## config.mk

```make
export PLATFORM = sky130hd
export DESIGN_NAME = vga_scan_counter
export DESIGN_NICKNAME = d
export VERILOG_FILES = /design/src/rtl/vga_timing_pkg.sv /design/src/rtl/vga_pixel_prescaler.sv /design/src/rtl/vga_scan_counter.sv
export SDC_FILE = /design/constraint.sdc
export NUM_CORES = 1
export LEC_CHECK = 0
export CAP_MARGIN = 20
export CELL_PAD_IN_SITES_DETAIL_PLACEMENT = 1
export CELL_PAD_IN_SITES_GLOBAL_PLACEMENT = 2
export CORE_AREA = 8 8 84 86
export DETAILED_ROUTE_END_ITERATION = 10
export DIE_AREA = 0 0 92 94
export PLACE_DENSITY_LB_ADDON = 0.25
export REMOVE_ABC_BUFFERS = 1
export SETUP_SLACK_MARGIN = 0.3
export SLEW_MARGIN = 20
export SYNTH_ARGS = -nofsm -noshare
export SYNTH_HDL_FRONTEND = slang
export SYNTH_SLANG_ARGS = --single-unit
```

## constraint.sdc

```tcl
create_clock -name clk -period 2.5 [get_ports clk]
set_input_delay 0.5 -clock clk [delete_from_list [all_inputs] [get_ports clk]]
set_output_delay 0.5 -clock clk [all_outputs]
set_load 0.03 [all_outputs]
```

## src/rtl/vga_timing_pkg.sv

```systemverilog
// Shared VGA timing definitions: scan FSM encoding, count width and default
// 640x480@60 raster constants used by the scan counter and the sync comparators.
package vga_timing_pkg;

    localparam int COUNT_W = 12;

    localparam int H_TOTAL_DEF  = 800;
    localparam int V_TOTAL_DEF  = 525;
    localparam int H_ACTIVE_DEF = 640;
    localparam int V_ACTIVE_DEF = 480;

    localparam int H_SYNC_START = 656;
    localparam int H_SYNC_WIDTH = 96;
    localparam int V_SYNC_START = 490;
    localparam int V_SYNC_WIDTH = 2;

    typedef enum logic {
        ST_IDLE = 1'b0,
        ST_RUN  = 1'b1
    } scan_state_e;

endpackage

```

## src/rtl/vga_pixel_prescaler.sv

```systemverilog
// Divides the system clock down to a one-clk pixel tick.
// The phase holds while enable is low so a paused scan resumes without losing a tick.
module vga_pixel_prescaler #(
    parameter int CLK_DIV = 4
) (
    input  logic clk,
    input  logic rst_n,
    input  logic run,
    input  logic enable,
    input  logic clear,
    output logic pix_tick
);

    localparam logic [3:0] DIV_LAST = 4'(CLK_DIV - 1);

    logic [3:0] presc_q;
    logic [3:0] presc_d;

    // NOTE: default first so every path assigns presc_d and no latch is inferred.
    always_comb begin
        presc_d = presc_q;
        if (clear) begin
            presc_d = '0;
        end else if (run && enable) begin
            presc_d = (presc_q == DIV_LAST) ? 4'd0 : presc_q + 4'd1;
        end
    end

    // NOTE: non-blocking so every flop samples pre-edge values, whatever the block order.
    always_ff @(posedge clk or negedge rst_n) begin
        if (!rst_n) begin
            presc_q <= '0;
        end else begin
            presc_q <= presc_d;
        end
    end

    assign pix_tick = run && enable && (presc_q == DIV_LAST);

endmodule

```

## src/rtl/vga_scan_counter.sv

```systemverilog
// Raster scan counter: steps h/v position once per pixel tick and emits
// line-end, frame-end and active-video strobes for the pixel generator.
module vga_scan_counter
    import vga_timing_pkg::*;
#(
    parameter int CLK_DIV  = 4,
    parameter int H_TOTAL  = H_TOTAL_DEF,
    parameter int V_TOTAL  = V_TOTAL_DEF,
    parameter int H_ACTIVE = H_ACTIVE_DEF,
    parameter int V_ACTIVE = V_ACTIVE_DEF
) (
    input  logic               clk,
    input  logic               rst_n,
    input  logic               enable,
    input  logic               restart,
    output logic [COUNT_W-1:0] h_count,
    output logic [COUNT_W-1:0] v_count,
    output logic               pix_tick,
    output logic               line_end,
    output logic               frame_end,
    output logic               video_on
);

    if (H_TOTAL > 4096 || V_TOTAL > 4096 || H_ACTIVE >= H_TOTAL ||
        V_ACTIVE >= V_TOTAL || CLK_DIV < 1 || CLK_DIV > 16) begin : g_bad_params
        $error("vga_scan_counter: illegal timing parameters");
    end

    localparam logic [COUNT_W-1:0] H_LAST = COUNT_W'(H_TOTAL - 1);
    localparam logic [COUNT_W-1:0] V_LAST = COUNT_W'(V_TOTAL - 1);
    localparam logic [COUNT_W-1:0] H_ACT  = COUNT_W'(H_ACTIVE);
    localparam logic [COUNT_W-1:0] V_ACT  = COUNT_W'(V_ACTIVE);

    scan_state_e        state_q, state_d;
    logic [COUNT_W-1:0] h_q, h_d;
    logic [COUNT_W-1:0] v_q, v_d;
    logic               run;

    assign run = (state_q == ST_RUN);

    vga_pixel_prescaler #(
        .CLK_DIV (CLK_DIV)
    ) u_prescaler (
        .clk      (clk),
        .rst_n    (rst_n),
        .run      (run),
        .enable   (enable),
        .clear    (restart),
        .pix_tick (pix_tick)
    );

    // restart outranks a coincident tick, so a wrapping tick cannot leak into the counts.
    always_comb begin
        state_d = state_q;
        h_d     = h_q;
        v_d     = v_q;
        if (restart) begin
            state_d = ST_IDLE;
            h_d     = '0;
            v_d     = '0;
        end else begin
            if (state_q == ST_IDLE && enable) begin
                state_d = ST_RUN;
            end
            if (pix_tick) begin
                if (h_q == H_LAST) begin
                    h_d = '0;
                    v_d = (v_q == V_LAST) ? '0 : v_q + COUNT_W'(1);
                end else begin
                    h_d = h_q + COUNT_W'(1);
                end
            end
        end
    end

    always_ff @(posedge clk or negedge rst_n) begin
        if (!rst_n) begin
            state_q <= ST_IDLE;
            h_q     <= '0;
            v_q     <= '0;
        end else begin
            state_q <= state_d;
            h_q     <= h_d;
            v_q     <= v_d;
        end
    end

    assign h_count   = h_q;
    assign v_count   = v_q;
    assign line_end  = pix_tick && (h_q == H_LAST);
    assign frame_end = line_end && (v_q == V_LAST);
    assign video_on  = run && (h_q < H_ACT) && (v_q < V_ACT);

endmodule

```

==> results.md, run 1 <==
- The critical path buffer and inverter count is 2.
- After legalization and detailed placement, the total HPWL measured 3942 um.
- The finished cells cover 2521 sq um.
- The synthesized instance count is 196.
- The flow ran to the end, and the final reports show no timing, DRC or antenna violations.
- In this run the horizontal extent of the chip is 92 um.
- Synthesis instantiated 41 different standard cells from the library.
- The routability-driven placement congestion ratio is 0.7362.
- The total area inside the core boundary comes to 5746 sq um.
- The pin count of the biggest net entering global routing is 30.
- The most used flip-flop cell after synthesis is sky130_fd_sc_hd__dfrtp_1.
- The count of flip-flops with a built-in enable after synthesis is 0.
- Setup violations remaining at the end of the flow were counted as 0.
- The number of buffers inserted for hold repair after clock tree synthesis is 0.
- The required time of the critical path is 2.00 ns.
- The pre-antenna-repair detailed-routing pass consisted of 4 iterations.
- The Yosys warning count is 0.
- The critical path is of the reg2out type.
- Internal power comes to 0.0007143 W.
- The I/O pin count is 32.
- After layout, the minimum clock period comes to 2.227 ns.
- The clock latency at the later pin of the worst-skew pair is 0.28 ns.
- The clock drives 29 sinks.
- The portion of total power attributed to the clock network is 0.430.
- In the synthesized netlist the async set-or-reset flop fraction comes to 1.000.
- In this run the cell area measured after placement is 2241 sq um.
- The number of placement rows is 28.
- The via count of the first global-routing pass is 1,923.
- The worst hold path belongs to the class reg2reg.
- The count of final max-slew check failures is 0.
- The via count is 1,817.
- The fraction of final layout cells sized beyond drive strength 1 is 0.2394.
- The tree is rooted in a sky130_fd_sc_hd__clkbuf_8.
- STA puts the critical path data arrival time at 1.73 ns.
- In this run the static leakage power is 0.9744 nW.
- In the synthesized netlist, the cells that appear most often are 29 x sky130_fd_sc_hd__dfrtp_1, 22 x sky130_fd_sc_hd__nand2_1, 16 x sky130_fd_sc_hd__a21oi_1.
- The completed layout was analyzed and its total power is 0.0009533 W.
- Of all nets on the critical path, the largest fanout is 3.
- Setup repair after global routing could not meet its margin everywhere.
- Summed over all layers, the routed wires come to 5671 um.
- The die outline height is 94 um.
- The sum of overflow across all layers after global routing is 0.
- The maximum level of the CTS H-tree is 2.
- At the pin with the least slew margin, the transition time is 0.6922 ns.
- The portion of total power attributed to combinational logic is 0.068.
- The mapped netlist covers 1732 sq um.
- The routed wire length on met3 is 272 um.
- After synthesis, the mean cell area works out to 8.835 sq um.
- For this run, the total global-route usage over all layers was measured as 0.1378.
- By instance count, the leading cell after synthesis is sky130_fd_sc_hd__dfrtp_1.
- TritonCTS built the clock tree.
- The detail route stage leaves a number of antenna-violating nets equal to 0.
- Of the post-synthesis cell area, the dominant cell type holds 0.4191.
- The initial utilization of the core area, before any placement, comes to 0.3014.
- Timing would allow up to 449.1 MHz.
- The largest delay contributor family on the critical path is simple AND/OR/NAND/NOR gates.
- From synthesis to final layout, the design area changed by 45.59%.
- The biggest area consumer among synthesized cells is sky130_fd_sc_hd__dfrtp_1.
- The detailed-route wire length per cell is 16.98 um.
- In the post-synthesis netlist, the biggest area contributors are sky130_fd_sc_hd__dfrtp_1 42%, sky130_fd_sc_hd__nand2_1 4.8%, sky130_fd_sc_hd__a21oi_1 4.6%.
- The count of final hold-check violations came to 0.
- Between clock sinks in the finished design, the worst skew comes to 0.008132 ns.
- Traced cell by cell, the critical path runs through or3_4 > nor4_4 > buf_4 > nand2_4 > nor2_4 > buf_6.
- Of the total power, the share spent switching nets is 0.2507.
- STA classifies the critical path startpoint as a flop.
- The detailed router finished its first iteration with 43 violations.
- The standard cell with the maximum stage delay on the critical path is sky130_fd_sc_hd__or3_4.
- The sum of met2 wire segment lengths after detailed routing is 2728 um.
- Max-cap violations in this run came to 0.
- The first global-routing pass estimated 9715 um of wire.
- The initial antenna violation count came to 0.
- The count of input and output buffers is 31.
- The setup check on the worst reg-to-reg path leaves a slack of 0.38 ns.
- The final net count is 267.
- The average via count per standard cell is 5.440.
- The clock-pin slew reported for the worst setup and hold paths after clock tree synthesis is 0.07 ns.
- The power density over the cells is 378.1 nW/um^2.
- For this run, the slowest stage of the critical path takes 0.41 ns.
- The proportion of synthesized chip area in sequential cells is 0.4191.
- The share of total power dissipated in sequential elements is 0.502.
- In this run the deepest clock path goes through 2 buffers.
- In the final routing, the length of wire on met1 measures 2617 um.
- The floorplan step defined a die boundary enclosing 8648 sq um.
- In this run, CTS created clock tree buffers numbering 5.
- After detailed routing, the number of remaining DRC violations is 0.
- The repair_antennas step left the layout with diodes totalling 0.
- The register bit total from synthesis is 29.
- In the finished design, the share of the clock period the worst path needs comes to 0.8907.
- The relative slew slack is 0.5386.
- The highest layer touched by signal routing is met4.
- The maximum ir drop on the vdd rail is 236.1 uV.
- After routing, the total negative slack on setup checks comes to 0 ns.
- In this run the power spent charging and discharging nets is 0.0002390 W.
- The sort of element at the end of the critical path is an output pin.
## worst reg2reg max path, cell delays in order (launching register included)
cell and delay (ns):
sky130_fd_sc_hd__dfrtp_1 0.38, sky130_fd_sc_hd__or3_4 0.41, sky130_fd_sc_hd__or4_4 0.60, sky130_fd_sc_hd__or4_1 0.50, sky130_fd_sc_hd__o22ai_1 0.15
## power groups by stage
stage	Clock, W	Sequential (W)	Combinational [W]
2_1_floorplan	0	0.000490	0.0000172
3_3_place_gp	0	0.000487	0.0000669
3_5_place_dp	0	0.000487	0.0000671
4_1_cts	0.000418	0.000478	0.0000663
5_1_grt	0.000443	0.000479	0.0000729
6_report	0.000410	0.000478	0.0000652
## per-stage QoR
step / hold slack, ns / util / worst slack [ns] / cells
after floorplan: 0.2044 / - / -0.05654 / 186
after detailed placement: 0.5610 / 0.3900 / 0.1191 / 313
after global placement: 0.5408 / 0.3900 / 0.06451 / 313
after global routing: 0.5965 / 0.4388 / 0.1951 / 334
final: 0.5742 / 0.4388 / 0.2732 / 334
after CTS: 0.5759 / 0.4214 / 0.2042 / 326
## final timing paths
path | startpoint | to | cells past startpoint
worst min-delay path | u_prescaler.presc_q[1] | u_prescaler.presc_q[1] | 2
max in group asynchronous | rst_n | v_count[6] | 2
worst max-delay path | h_count[5] | frame_end | 6
worst max register to register | h_count[5] | v_count[6] | 4
min in group asynchronous | rst_n | h_count[10] | 2
worst min register to register | u_prescaler.presc_q[1] | u_prescaler.presc_q[1] | 2
## sequential cells by signal, summed over array words and instances, names as in the netlist
signal	count
u_prescaler.presc_q	4
run	1
v_count	12
h_count	12
## kinds of logic (layout without fill, tap and decap cells)
logic type,after synthesis,in the layout,share of synthesized area
and+or+nand+nor,89,89,0.2948
buffers and inverters,22,85,0.05203
DFF,29,29,0.4191
xor gates and xnor gates,3,3,0.01518
adders and majority gates,4,4,0.02890
muxes,1,1,0.005781
AOI/OAI and AO/OA,48,48,0.1843
## per-layer routing
metal | global-route usage | vias to the layer above
met3 | 0.04317 | 7
met5 | 0 | -
li1 | - | 867
met4 | 0.04430 | 0
met2 | 0.2217 | 29
met1 | 0.1713 | 914
## cell type report
cell class | instances | area (sq um)
clock buffers | 7 | 86.33
flip-flops and latches | 29 | 725.7
well taps | 75 | 93.84
inverters | 12 | 45.04
repair buffers | 66 | 575.6
multi-input cells | 145 | 994.7
fillers | 690 | 3224
## placed cells by master, fill, tap and decap left out, types with 2 or more instances in the layout
cell,n
sky130_fd_sc_hd__a21oi_1,16
sky130_fd_sc_hd__xor2_1,3
sky130_fd_sc_hd__nor3_1,2
sky130_fd_sc_hd__dfrtp_1,29
sky130_fd_sc_hd__nand3_1,14
sky130_fd_sc_hd__or3_1,5
sky130_fd_sc_hd__o31ai_1,4
sky130_fd_sc_hd__a211oi_1,8
sky130_fd_sc_hd__o22ai_1,2
sky130_fd_sc_hd__clkbuf_8,6
sky130_fd_sc_hd__buf_6,4
sky130_fd_sc_hd__and4_1,3
sky130_fd_sc_hd__clkdlybuf4s50_1,27
sky130_fd_sc_hd__buf_4,34
sky130_fd_sc_hd__nor4_1,2
sky130_fd_sc_hd__nand4_1,7
sky130_fd_sc_hd__inv_1,10
sky130_fd_sc_hd__nand2_1,21
sky130_fd_sc_hd__ha_1,3
sky130_fd_sc_hd__or4_1,6
sky130_fd_sc_hd__o32ai_1,5
sky130_fd_sc_hd__nor2_1,11
sky130_fd_sc_hd__o21ai_1,2
sky130_fd_sc_hd__o21ai_0,3
sky130_fd_sc_hd__o41ai_1,4
sky130_fd_sc_hd__or4b_2,3
## timing repair
item / CTS / global route
cloned: 0 / 0
pin swaps: 5 / 3
gates resized for setup: 17 / 8
endpoints found under the hold margin: 0 / 0
setup buffers: 6 / 8
endpoints found under the setup margin: 7 / 6
Power figures use the tool's default switching activity.
==> run 2: changes to the inputs <==
Settings changed: CTS_CLUSTER_DIAMETER from default to 150.
==> results of run 2 <==
The final DEF is identical to that of run 1; final timing and power are the same.
